File: src/rtl/twofish_cbc_ctrl_if.sv
// Stream bundle between the host FIFO side and twofish_cbc_ctrl.
//   in_valid / in_ready / in_block    : 128-bit input block stream
//   out_valid / out_ready / out_block : 128-bit result stream
// Modports:
//   master : host/testbench side (drives input stream, accepts results)
//   slave  : controller side
interface twofish_cbc_ctrl_if;
    logic         in_valid;
    logic         in_ready;
    logic [127:0] in_block;
    logic         out_valid;
    logic         out_ready;
    logic [127:0] out_block;

    modport master (
        output in_valid,
        output in_block,
        output out_ready,
        input  in_ready,
        input  out_valid,
        input  out_block
    );

    modport slave (
        input  in_valid,
        input  in_block,
        input  out_ready,
        output in_ready,
        output out_valid,
        output out_block
    );
endinterface

File: src/rtl/twofish_cbc_ctrl.sv
// twofish_cbc_ctrl
// Initiator-side sequencer for a Twofish datapath core. Accepts one 128-bit
// block at a time, applies ECB or CBC chaining around the core, pulses the
// core's Reset then Start, waits for busy to rise and fall, and presents the
// result on an output stream. One block in flight at a time.
//
// Ports:
//   clk, rst_n     system clock (rising edge), async active-low reset
//   bus            stream interface (slave modport): in_* / out_*
//   cfg_load       1-cycle pulse, latches cfg_* (honoured in IDLE only)
//   cfg_key        cipher key
//   cfg_iv         CBC initial chaining value
//   cfg_ende       0 = encrypt, 1 = decrypt
//   cfg_cbc        1 = CBC, 0 = ECB
//   err_timeout    sticky timeout flag, cleared by reset or cfg_load
//   core_reset     Reset pulse to the datapath
//   core_start     Start pulse to the datapath
//   core_ende      EnDe to the datapath
//   core_block     block to the datapath
//   core_key       key to the datapath
//   core_o         result from the datapath
//   core_busy      busy from the datapath
//
// State     | meaning
// ----------+---------------------------------------------------------
// IDLE      | ready for a block or a configuration load
// RST       | core_reset high for one cycle
// START     | core_start high for one cycle, timeout budget loaded
// WAIT_HI   | waiting for core_busy to rise
// WAIT_LO   | waiting for core_busy to fall, then capture result
// OUT       | out_valid high until out_ready
module twofish_cbc_ctrl #(
    parameter int TIMEOUT_CYC = 64
) (
    input  logic          clk,
    input  logic          rst_n,
    twofish_cbc_ctrl_if.slave bus,
    input  logic          cfg_load,
    input  logic [127:0]  cfg_key,
    input  logic [127:0]  cfg_iv,
    input  logic          cfg_ende,
    input  logic          cfg_cbc,
    output logic          err_timeout,
    output logic          core_reset,
    output logic          core_start,
    output logic          core_ende,
    output logic [127:0]  core_block,
    output logic [127:0]  core_key,
    input  logic [127:0]  core_o,
    input  logic          core_busy
);

    localparam int TW = (TIMEOUT_CYC > 2) ? $clog2(TIMEOUT_CYC) : 1;
    localparam logic [TW-1:0] TMR_LOAD = TW'(TIMEOUT_CYC - 1);

    typedef enum logic [2:0] {
        IDLE    = 3'd0,
        RST     = 3'd1,
        START   = 3'd2,
        WAIT_HI = 3'd3,
        WAIT_LO = 3'd4,
        OUT     = 3'd5
    } state_t;

    state_t        state;
    logic [127:0]  key_q;
    logic [127:0]  chain_q;
    logic [127:0]  sav_q;
    logic          ende_q;
    logic          cbc_q;
    logic          rdy_q;
    logic          out_valid_q;
    logic [127:0]  out_block_q;
    logic [TW-1:0] tmr_q;

    // cfg_load takes priority over an incoming block, so ready is withdrawn
    // in the same cycle to keep the handshake honest.
    assign bus.in_ready  = rdy_q & ~cfg_load;
    assign bus.out_valid = out_valid_q;
    assign bus.out_block = out_block_q;

    logic [127:0] chain_mask;
    assign chain_mask = cbc_q ? chain_q : '0;

    always_ff @(posedge clk or negedge rst_n) begin
        if (!rst_n) begin
            state       <= IDLE;
            key_q       <= '0;
            chain_q     <= '0;
            sav_q       <= '0;
            ende_q      <= 1'b0;
            cbc_q       <= 1'b0;
            rdy_q       <= 1'b0;
            out_valid_q <= 1'b0;
            out_block_q <= '0;
            tmr_q       <= '0;
            err_timeout <= 1'b0;
            core_reset  <= 1'b0;
            core_start  <= 1'b0;
            core_ende   <= 1'b0;
            core_block  <= '0;
            core_key    <= '0;
        end else begin
            core_reset <= 1'b0;
            core_start <= 1'b0;

            case (state)
                IDLE: begin
                    rdy_q <= 1'b1;
                    if (cfg_load) begin
                        key_q       <= cfg_key;
                        chain_q     <= cfg_iv;
                        ende_q      <= cfg_ende;
                        cbc_q       <= cfg_cbc;
                        err_timeout <= 1'b0;
                    end else if (rdy_q && bus.in_valid) begin
                        sav_q      <= bus.in_block;
                        // Encrypt whitens the plaintext with the chain before
                        // the core; decrypt feeds the ciphertext straight in.
                        core_block <= ende_q ? bus.in_block
                                             : (bus.in_block ^ chain_mask);
                        core_key   <= key_q;
                        core_ende  <= ende_q;
                        core_reset <= 1'b1;
                        rdy_q      <= 1'b0;
                        state      <= RST;
                    end
                end

                RST: begin
                    core_start <= 1'b1;
                    state      <= START;
                end

                START: begin
                    tmr_q <= TMR_LOAD;
                    state <= WAIT_HI;
                end

                WAIT_HI: begin
                    if (tmr_q == '0) begin
                        err_timeout <= 1'b1;
                        rdy_q       <= 1'b1;
                        state       <= IDLE;
                    end else begin
                        tmr_q <= tmr_q - 1'b1;
                        if (core_busy) begin
                            state <= WAIT_LO;
                        end
                    end
                end

                WAIT_LO: begin
                    if (!core_busy) begin
                        if (ende_q) begin
                            out_block_q <= core_o ^ chain_mask;
                            if (cbc_q) begin
                                chain_q <= sav_q;
                            end
                        end else begin
                            out_block_q <= core_o;
                            if (cbc_q) begin
                                chain_q <= core_o;
                            end
                        end
                        out_valid_q <= 1'b1;
                        state       <= OUT;
                    end else if (tmr_q == '0) begin
                        // Block is dropped: no result, chain untouched.
                        err_timeout <= 1'b1;
                        rdy_q       <= 1'b1;
                        state       <= IDLE;
                    end else begin
                        tmr_q <= tmr_q - 1'b1;
                    end
                end

                OUT: begin
                    if (bus.out_ready) begin
                        out_valid_q <= 1'b0;
                        rdy_q       <= 1'b1;
                        state       <= IDLE;
                    end
                end

                default: begin
                    state <= IDLE;
                end
            endcase
        end
    end

endmodule

File: src/flat_wrapper.sv
// flat-port wrapper written by rule: the top's interface ports become plain ports
module twofish_cbc_ctrl_flat 
#(
    parameter int TIMEOUT_CYC = 64
)
  (clk, rst_n, cfg_load, cfg_key, cfg_iv, cfg_ende, cfg_cbc, err_timeout, core_reset, core_start, core_ende, core_block, core_key, core_o, core_busy, bus_in_valid, bus_in_block, bus_out_ready, bus_in_ready, bus_out_valid, bus_out_block);
  twofish_cbc_ctrl_if bus_i ();
  input  logic clk;
  input  logic rst_n;
  input  logic cfg_load;
  input  logic [127:0] cfg_key;
  input  logic [127:0] cfg_iv;
  input  logic cfg_ende;
  input  logic cfg_cbc;
  output logic err_timeout;
  output logic core_reset;
  output logic core_start;
  output logic core_ende;
  output logic [127:0] core_block;
  output logic [127:0] core_key;
  input  logic [127:0] core_o;
  input  logic core_busy;
  input wire logic [$bits(bus_i.in_valid)-1:0] bus_in_valid;
  input wire logic [$bits(bus_i.in_block)-1:0] bus_in_block;
  input wire logic [$bits(bus_i.out_ready)-1:0] bus_out_ready;
  output wire logic [$bits(bus_i.in_ready)-1:0] bus_in_ready;
  output wire logic [$bits(bus_i.out_valid)-1:0] bus_out_valid;
  output wire logic [$bits(bus_i.out_block)-1:0] bus_out_block;
  assign bus_i.in_valid = bus_in_valid;
  assign bus_i.in_block = bus_in_block;
  assign bus_i.out_ready = bus_out_ready;
  assign bus_in_ready = bus_i.in_ready;
  assign bus_out_valid = bus_i.out_valid;
  assign bus_out_block = bus_i.out_block;
  twofish_cbc_ctrl #(.TIMEOUT_CYC(TIMEOUT_CYC)) u_core (.clk(clk), .rst_n(rst_n), .bus(bus_i), .cfg_load(cfg_load), .cfg_key(cfg_key), .cfg_iv(cfg_iv), .cfg_ende(cfg_ende), .cfg_cbc(cfg_cbc), .err_timeout(err_timeout), .core_reset(core_reset), .core_start(core_start), .core_ende(core_ende), .core_block(core_block), .core_key(core_key), .core_o(core_o), .core_busy(core_busy));
endmodule
File: config.mk
export PLATFORM = sky130hd
export DESIGN_NAME = twofish_cbc_ctrl_flat
export DESIGN_NICKNAME = d
export VERILOG_FILES = /design/src/rtl/twofish_cbc_ctrl_if.sv /design/src/rtl/twofish_cbc_ctrl.sv /design/src/flat_wrapper.sv
export SDC_FILE = /design/constraint.sdc
export NUM_CORES = 2
export LEC_CHECK = 0
export CAP_MARGIN = 20
export CORE_AREA = 4 4 357 359
export DETAILED_ROUTE_END_ITERATION = 10
export DIE_AREA = 0 0 361 363
export MAX_ROUTING_LAYER = met4
export PLACE_DENSITY = 0.62
export REMOVE_ABC_BUFFERS = 1
export SYNTH_ARGS = -nofsm -noshare
export SYNTH_HDL_FRONTEND = slang
export SYNTH_SLANG_ARGS = --single-unit
File: constraint.sdc
create_clock -name clk -period 2.2 [get_ports clk]
set_input_delay 0.44 -clock clk [delete_from_list [all_inputs] [get_ports clk]]
set_output_delay 0.44 -clock clk [all_outputs]
set_load 0.05 [all_outputs]
==> reports/results.ini <==
[floorplanning]
row_count = 129
initial_core_util_pct = 27.9
die_height_um = 363
die_area_mm2 = 0.131
ioPinCount = 910
die_w_um = 361
coreArea_mm2 = 0.124

[timing]
clock-skew-final_ns = 0.0259
finalCriticalPeriod_ns = 2.11
hold_violations = 0
rsz0062_at_grt = false
max_freq_mhz = 475
max_slew_margin_pct = 48.2
setup_viol = 0
fin_crit_sh_pct = 95.8
final_max_slew_viol_count = 0
worst_slew_pin_slew_ns = 0.777

[yosys]
yosys_register_bits = 785
synth_area_mm2 = 0.0346
ys_seq_area_share_pct = 56.8
synth_area_per_cell_um2 = 9.41
ys_warn_count = 0
synth.largest_area_cell = dfrtp_1
synth_ff_type = dfrtp_1
synth.distinct_cells = 48
synth_edf_count = 0
yosysTopAreaCellShare_pct = 56.8
ys_top_cells_by_area = dfrtp_1 57%, nand2_1 14%, xor2_1 6.5%
syn_inst = 3677
synthArstFlopShare_pct = 100

[clock_tree]
clk_path_buf_depth = 3
cts_setup_buffers = 0
clk_pin_slew_ns = 0.06
root_buffer = clkbuf_16
cts_inserted_buffers = 87
htreeDepth = 3
cts_sinks = 785
insertion_delay_ns = 0.67
cts_tree = done

[detailed_routing]
drtIter0Drc = 1677
routed_wl_um = 127000
postRouteAntennaNets = 0
drc = 0
routed-via-count = 28900
wire_per_inst_um = 20.0
dr.pass1.iters = 5
routed_via_density = 4.54

[critical_path]
cp.depth = 1
reg2reg_slack_ns = 0.13
crit_buf_inv = 1
r2r-end = u_core.chain_q[72]
endpoint = bus_out_block[94]
crit_start = u_core.bus.out_block[94]
cp_slowest_cell = dlygate4sd2_1
crit_fanout = 2
path_cells = dlygate4sd2_1
cp_data_required_time_ns = 1.76
reg2reg_depth = 5
crit_path_start_kind = flip-flop
cp_slowest_stage_delay_ns = 0.56
r2r_start = u_core.state[2]
end_kind = output pin
critPathKind = flip-flop to output pin
cp_data_arrival_time_ns = 1.67
cp_top_family = buffers and inverters

[layout]
final_nets = 5136
final_area_mm2 = 0.0494
synthToLayoutAreaGrowth_pct = 42.8
drive_above_1_share_pct = 10.6

[power_and_ir_drop]
p_per_area_mw_per_mm2 = 1580
p_leak_nw = 23.0
max-vdd-ir-drop_v = 0.000981
p_total_mw = 78.2

[status]
status = completed

[min_path]
hold_path_class = primary input to asynchronous set/reset pin

[placed_design]
placedInstanceArea_mm2 = 0.0467
port_buffers = 909
hpwl_um = 94600
gp_congestion = 0.878

[global_route]
grt_pass1_wl_um = 189000
antenna_found_initial = 45
track_usage_pct = 19.4
grt_pass1_vias = 29800
grt_max_degree = 125
overflow = 0

[flow_run]
maxCapViolations = 0

## layout make-up
class                   count  area (um^2)
fillers                 12300        74400
well taps                1637         2050
clock buffers             121         2490
flip-flops and latches    785        19600
clock inverters            34          498
inverters                   8         37.5
diodes                     42          105
multi-input cells        2650        13900
repair buffers           1083        10600
## timing repair
action                                 CTS  global route
endpoints found under the hold margin  111             0
gates resized for setup                351             4
setup endpoints to repair              351             4
pin swaps                                0             1
hold buffers                             1             0
## report_power, final
group | switching (mW) | leakage, nW | internal, mW
Sequential | 4.50 | 9.67 | 21.7
Combinational | 25.1 | 11.9 | 11.6
Clock | 6.27 | 1.47 | 9.09
## worst register-to-register path: stages (launching register included)
cell and delay [ns]:
dfrtp_1 0.48, or3b_4 0.53, o22ai_4 0.23, buf_4 0.24, buf_12 0.25, o21ai_0 0.20
## cell usage after synthesis (all sizes together), types with 5 or more instances
cell    number
a21oi      263
buf         99
clkbuf     135
dfrtp      785
inv          7
mux2       131
mux2i      129
nand2     1294
nand2b       5
nor2       264
o21ai      260
xor2       256
## cell families (layout without fill, tap and decap cells)
logic type | count (synthesis) | in the layout | share of synthesized area [%]
and+or+nand+nor | 1587 | 1587 | 17.5
DFF | 785 | 785 | 56.8
AOI/OAI and AO/OA | 546 | 546 | 8.12
muxes | 260 | 260 | 8.00
xor gates and xnor gates | 256 | 256 | 6.48
buffers and inverters | 242 | 1246 | 3.07
adders and majority gates | 1 | 1 | 0.0362
other | 0 | 42 | 0
## state kept, by name (all words and copies together) (netlist names)
name / cells
u_core.chain_q: 128
u_core.core_start: 1
u_core.bus.out_valid: 1
u_core.bus.out_block: 128
u_core.sav_q: 128
u_core.tmr_q: 6
u_core.core_ende: 1
u_core.core_block: 128
u_core.cbc_q: 1
u_core.core_key: 128
u_core.ende_q: 1
u_core.core_reset: 1
u_core.key_q: 128
u_core.err_timeout: 1
u_core.rdy_q: 1
u_core.state: 3
## through the flow
stage               worst slack (ns)  instances  utilization, %  setup TNS, ns  hold slack [ns]
global route                 0.00255       6358            39.9              0            0.273
global placement              -0.114       6162            37.7         -14.76            0.379
finish                        0.0928       6360            39.9              0            0.283
detailed placement            -0.140       6162            37.7         -23.85            0.381
floorplan                     -16.64       3443               -       -9519.66            0.144
CTS                          0.00268       6318            39.8              0            0.212
## cells in the final DEF (no fill, tap or decap), types with 3 or more instances in the layout
cell type / count
nand2_1: 1293
dfrtp_1: 784
clkdlybuf4s50_1: 518
dlygate4sd2_1: 351
nor2_1: 263
a21oi_1: 263
xor2_1: 256
o21ai_0: 221
buf_4: 152
mux2_2: 130
mux2i_1: 129
clkbuf_16: 88
buf_12: 60
diode_2: 42
o21ai_1: 39
clkbuf_1: 17
clkinv_2: 16
clkbuf_8: 16
bufinv_16: 10
inv_1: 7
nand2b_1: 5
nor3_1: 4
nor2b_1: 3
a22oi_1: 3
o32a_1: 3
nand3_1: 3
inv_6: 3
## worst min-delay path by stage
stage                     startpoint                       end  cells after the start
after floorplan                rst_n   u_core.bus.out_block[0]                      0
after detailed placement       rst_n       u_core.core_key[30]                      1
after global routing           rst_n  u_core.bus.out_block[93]                      2
after CTS                      rst_n     u_core.core_block[53]                      2
final                          rst_n     u_core.core_block[53]                      2
after global placement         rst_n       u_core.core_key[30]                      1
## per-layer routing
| layer | share of wire [%] | vias to the layer above | GRT usage, % |
|---|---|---|---|
| met5 | 0 | - | - |
| met4 | 3.7 | 0 | 9.10 |
| met3 | 7.9 | 219 | 5.96 |
| met2 | 47 | 998 | 30.4 |
| met1 | 41 | 13900 | 23.0 |
| li1 | - | 13800 | - |
Power figures use the tool's default switching activity.
